==> config.mk <==
export PLATFORM = sky130hd
export DESIGN_NAME = data_mem_arbiter
export DESIGN_NICKNAME = d
export VERILOG_FILES = /design/src/rtl/data_mem_arbiter.sv
export SDC_FILE = /design/constraint.sdc
export NUM_CORES = 1
export LEC_CHECK = 0
export ABC_AREA = 1
export CORE_MARGIN = 5
export CORE_UTILIZATION = 55
export DETAILED_ROUTE_END_ITERATION = 6
export DONT_BUFFER_PORTS = 1
export PLACE_DENSITY = 0.7
export SKIP_CTS_REPAIR_TIMING = 1
export SYNTH_ARGS = -nofsm -noshare
export SYNTH_HDL_FRONTEND = slang
export SYNTH_SLANG_ARGS = --single-unit
export TNS_END_PERCENT = 5
==> constraint.sdc <==
create_clock -name clk -period 5.7 [get_ports clk]
set_input_delay 1.14 -clock clk [delete_from_list [all_inputs] [get_ports clk]]
set_output_delay 1.14 -clock clk [all_outputs]
set_load 0.02 [all_outputs]
==> src/rtl/data_mem_arbiter.sv <==
// Two-port round-robin arbiter and access sequencer for the single-port
// 1024x32 CPU data memory. Port 0 is the load/store unit and port 1 is the
// test/loader port. Every access is one IDLE cycle to accept the request,
// then one BUSY cycle to drive the memory, then a one-cycle response pulse.
module data_mem_arbiter #(
    parameter int ADDR_W = 10,
    parameter int DATA_W = 32
) (
    input  logic              clk,
    input  logic              reset,

    input  logic              req0_valid,
    input  logic              req0_we,
    input  logic [ADDR_W-1:0] req0_addr,
    input  logic [DATA_W-1:0] req0_wdata,
    output logic              req0_ready,
    output logic              resp0_valid,
    output logic [DATA_W-1:0] resp0_rdata,

    input  logic              req1_valid,
    input  logic              req1_we,
    input  logic [ADDR_W-1:0] req1_addr,
    input  logic [DATA_W-1:0] req1_wdata,
    output logic              req1_ready,
    output logic              resp1_valid,
    output logic [DATA_W-1:0] resp1_rdata,

    output logic [ADDR_W-1:0] mem_addr,
    output logic              mem_writeen,
    output logic [DATA_W-1:0] mem_writeint,
    input  logic [DATA_W-1:0] mem_RD
);

    typedef enum logic {
        IDLE,
        BUSY
    } state_t;

    state_t             state;
    state_t             state_next;

    // last_grant holds the port that won most recently; the other port wins a tie.
    logic               last_grant;
    logic               lat_gid;
    logic               lat_we;
    logic [ADDR_W-1:0]  lat_addr;
    logic [DATA_W-1:0]  lat_wdata;

    // State register.
    always_ff @(posedge clk or posedge reset) begin
        if (reset) begin
            state <= IDLE;
        end else begin
            state <= state_next;
        end
    end

    // Arbitration, next state and memory drive; ready is held low during reset.
    always_comb begin
        state_next   = state;
        req0_ready   = 1'b0;
        req1_ready   = 1'b0;
        mem_addr     = '0;
        mem_writeen  = 1'b0;
        mem_writeint = '0;
        case (state)
            IDLE: begin
                req0_ready = !reset && req0_valid && (!req1_valid || last_grant);
                req1_ready = !reset && req1_valid && (!req0_valid || !last_grant);
                if (req0_ready || req1_ready) begin
                    state_next = BUSY;
                end
            end
            BUSY: begin
                mem_addr     = lat_addr;
                mem_writeen  = lat_we;
                mem_writeint = lat_wdata;
                state_next   = IDLE;
            end
            default: state_next = IDLE;
        endcase
    end

    // Latch the accepted request and record the winner for round-robin.
    always_ff @(posedge clk or posedge reset) begin
        if (reset) begin
            last_grant <= 1'b1;
            lat_gid    <= 1'b0;
            lat_we     <= 1'b0;
            lat_addr   <= '0;
            lat_wdata  <= '0;
        end else if (req0_ready || req1_ready) begin
            last_grant <= req1_ready;
            lat_gid    <= req1_ready;
            lat_we     <= req1_ready ? req1_we    : req0_we;
            lat_addr   <= req1_ready ? req1_addr  : req0_addr;
            lat_wdata  <= req1_ready ? req1_wdata : req0_wdata;
        end
    end

    // Close the BUSY cycle: pulse the granted port and capture read data on reads.
    always_ff @(posedge clk or posedge reset) begin
        if (reset) begin
            resp0_valid <= 1'b0;
            resp1_valid <= 1'b0;
            resp0_rdata <= '0;
            resp1_rdata <= '0;
        end else begin
            resp0_valid <= 1'b0;
            resp1_valid <= 1'b0;
            if (state == BUSY) begin
                if (lat_gid) begin
                    resp1_valid <= 1'b1;
                    if (!lat_we) begin
                        resp1_rdata <= mem_RD;
                    end
                end else begin
                    resp0_valid <= 1'b1;
                    if (!lat_we) begin
                        resp0_rdata <= mem_RD;
                    end
                end
            end
        end
    end

endmodule

After elaboration in Yosys (flattened, before gate mapping)
Cells that the tools add are included.

word-level totals
  register bits after elaboration = 112
  bits of input ports = 122
  output and inout bits = 111
  logic and storage cells = 41

operators by class
  bitwise gates (word level) = 3
  reduce and logical (&&, ||, !) cells = 14
  multiplexer cells = 14

operators by type and width
  operator             number
  $mux W32             2
  $mux W10             2
  $mux W1              9
  $reduce_and A3 Y1    2
  $logic_and A1 B1 Y1  4
  $logic_not A1 Y1     4
  $logic_or A1 B1 Y1   4
  $not A1 Y1           3
  $pmux W1 S2          1

Longest topological paths before layout
  word-level depth = 6
  mapped depth = 7
  gate-level depth less buffers = 6

Least setup slack after synthesis
No wires, ideal clock.

  kind = input port to output port
  start = input port req0_valid
  end = output port req1_ready
  path buffers = 2
  path slack = 2.576 ns
  data required time = 4.560 ns
  stages = 5
  arrival time = 1.984 ns
  cells stage by stage = nand2_1 -> nand3_2 -> buf_2 -> buf_2 -> inv_1

on the way
  longest elaborated chain between the ends = 4

RTL lines
  item                 RTL line  RTL
  from (decl)          12        input logic req0_valid,
  $logic_not A1 Y1     69        req1_ready = !reset && req1_valid && (!req0_valid || !last_grant);
  $logic_or A1 B1 Y1   69
  $logic_and A1 B1 Y1  69
  $mux W1              66        case (state)
  to (decl)            24        output logic req1_ready,

Every way passes these cells.

Worst setup path in the final report
  start = input port reset
  end = output port req0_ready

on the way
  longest elaborated chain between the ends = 4

RTL lines
  item                               RTL line  RTL
  from (decl)                        10        input logic reset,
  $logic_not A1 Y1 (no source line)  -
  $logic_and A1 B1 Y1 (2 in series)  68        req0_ready = !reset && req0_valid && (!req1_valid || last_grant);
  $mux W1                            66
  to (decl)                          16        output logic req0_ready,

Every way passes these cells.

==> out/results.txt <==
status: completed
worst-skew pair later-pin latency: 0.37 ns
Routed WL: 13400 µm
CP Launch Type: primary input
count of unique library cells instantiated by Yosys: 18
Overall Power: 2.76 mW
Worst Path Arrival: 2.61 ns
vias post-DR: 4475
nets: 817
layout cells sized above 1: 4.00%
top sig layer: met4
syn_area_per_cell: 7.56 µm²
fraction of registers with async set or reset after synthesis: 100%
Mapped Cells: 727
CP Capture Type: output port
Peak VDD IR: 185 µV
Die W: 110 µm
core region area: 9770 µm²
met3 routed WL: 1190 µm
crit-path leading delay family: simple AND/OR/NAND/NOR gates
max_cap viols: 0
wl on met1: 5520 µm
vias per std cell: 5.37
Final Hold Fails: 0
Slew headroom: 25.3%
Mapped Area: 5500 µm²
ant diodes: 0
CP Launch Point: reset
skew final: 0.00701 ns
PortBufs: 0
Post-synth EDFFs: 0
vias in the first global route: 4311
critical path class: in2out
pin count of the biggest net entering global routing: 90
Fillers: 940
sequential area share after synthesis: 51.0%
drt drc: 0
Synth area leader: dfrtp_1
most frequent cell after synthesis: nand2_1
overall die height: 110 µm
static leakage: 3.45 nW
DR WL met2: 6480 µm
CTS tree: built
synth warn: 0
PwrDens: 489 nW/µm²
r2r startpoint: state
FMAX: 0.267 GHz
first-pass GRT wire length: 20600 µm
Root Buffer: clkbuf_8
Slew @ Worst Pin: 1.12 ns
Synth area leaders: dfrtp_1, nand2_1, inv_1
total track usage: 21.7%
setup_tns: 0 ns
DRT iter0 DRCs: 283
worst-path maximum fanout: 46
Max stage delay on crit path: 0.72 ns
Starting Density: 56.2%
I/O pin count: 233
fin crit share: 65.7%
CP max-delay cell: nor2_4
Worst Path Buf+Inv: 2
clock-pin slew on the worst setup and hold paths: 0.10 ns
hold wc startpoint: lat_gid
detailed-route wire length per cell: 16.1 µm
CTS buffer count: 9
clk sink count: 112
register area: 2800 µm²
CP Data Required Time: 4.56 ns
RePlAce Congestion: 0.836
Post-synth top flop: dfrtp_1
cells along the critical path: nor2_4 -> nand3_2 -> buf_4 -> inv_1
post-DP HPWL: 9190 µm
Initial DRT Pass Iterations: 4
Hold Path Class: reg2reg
Routed Antenna Nets: 0
Finish-stage setup viols: 0
FF+latch count, synth: 112
area grow syn2layout: 2.69%
Tmin final: 3.75 ns
Overflow after GRT: 0
initial antenna violation count: 0
Finished Cell Area: 5640 µm²
CTS max path bufs: 2
DIE AREA: 12100 µm²
Slew Limit Fails: 0
H-Tree Depth: 3
# rows: 36
synth cell count leaders: nand2_1, inv_1, dfrtp_1, nand3_1, nand4_1
dpl cell area: 5460 µm²
top-area cell type share of the netlist area: 50.5%
Multi-input gate area: 1830 µm²
RSZ-0062 raised after global routing: no
Syn Nets: 849
[cell usage in the layout, fill, tap and decap left out]
cell / instances
clkinvlp_4: 1
inv_4: 1
nor2_1: 2
clkbuf_8: 10
clkinv_2: 1
inv_6: 2
nand3_1: 86
o21ai_0: 33
nand2_2: 2
clkbuf_1: 1
inv_1: 166
nand2_1: 198
nor2_4: 1
nand4_1: 43
clkinv_4: 1
nand3_2: 2
o21ai_1: 32
dfrtp_1: 111
or2_2: 1
dfstp_2: 1
buf_4: 5
[worst register-to-register path, delay by kind of cell, from the launching register on]
| family | cells | cell delay, ns |
|---|---|---|
| DFF | 1 | 0.42 |
| buffers and inverters | 1 | 0.43 |
| and+or+nand+nor | 5 | 1.97 |
[power breakdown]
| group | switching [mW] | internal [mW] | total (mW) |
|---|---|---|---|
| Combinational | 0.438 | 0.216 | 0.655 |
| Clock | 0.262 | 0.175 | 0.437 |
| Sequential | 0.528 | 1.14 | 1.67 |
| Total | 1.23 | 1.53 | 2.76 |
[cells by family (layout without fill, tap and decap cells)]
logic type / Yosys count / after routing / share of synthesized area (%)
flops: 112 / 112 / 51.0
buf+inv: 215 / 188 / 15.8
compound gates: 65 / 65 / 5.92
simple gates: 335 / 335 / 27.3
[state kept, by name (all words and copies together), names as in the netlist]
name	count
resp1_rdata	32
lat_addr	10
last_grant	1
lat_wdata	32
resp0_rdata	32
resp1_valid	1
resp0_valid	1
lat_we	1
state	1
lat_gid	1
[cell type report]
type	instances	share of cell area, %
well taps	133	2.95
clock buffers	11	2.51
inverters	167	11.2
flip-flops and latches	112	49.7
multi-input cells	400	32.4
clock inverters	5	0.687
repair buffers	5	0.665
[path summary, 6_finish.rpt]
path                                   end  slack [ns]  cells after the start
setup / recovery                req0_ready        1.95                      4
hold / removal                 resp0_valid        0.49                      1
setup reg to reg              lat_wdata[8]        2.82                      6
hold reg to reg                resp0_valid        0.49                      1
max in group asynchronous  resp1_rdata[18]        3.75                      2
min in group asynchronous     lat_wdata[7]        0.67                      1
[metal layers]
metal,GRT usage (%),vias to the layer above
met5,0,-
met4,7.57,0
met3,5.75,18
met2,35.3,211
met1,28.1,2086
li1,-,2160
[per-stage QoR]
step                      instances  util (%)  hold slack, ns  setup WS, ns
after global routing            833      57.7           0.529          1.82
after global placement          817      55.9           0.485          2.03
after CTS                       833      57.7           0.508          1.95
after detailed placement        817      55.9           0.487          1.95
after floorplan                 727         -           0.443          1.60
final                           833      57.7           0.495          1.95
Power figures use the tool's default switching activity.
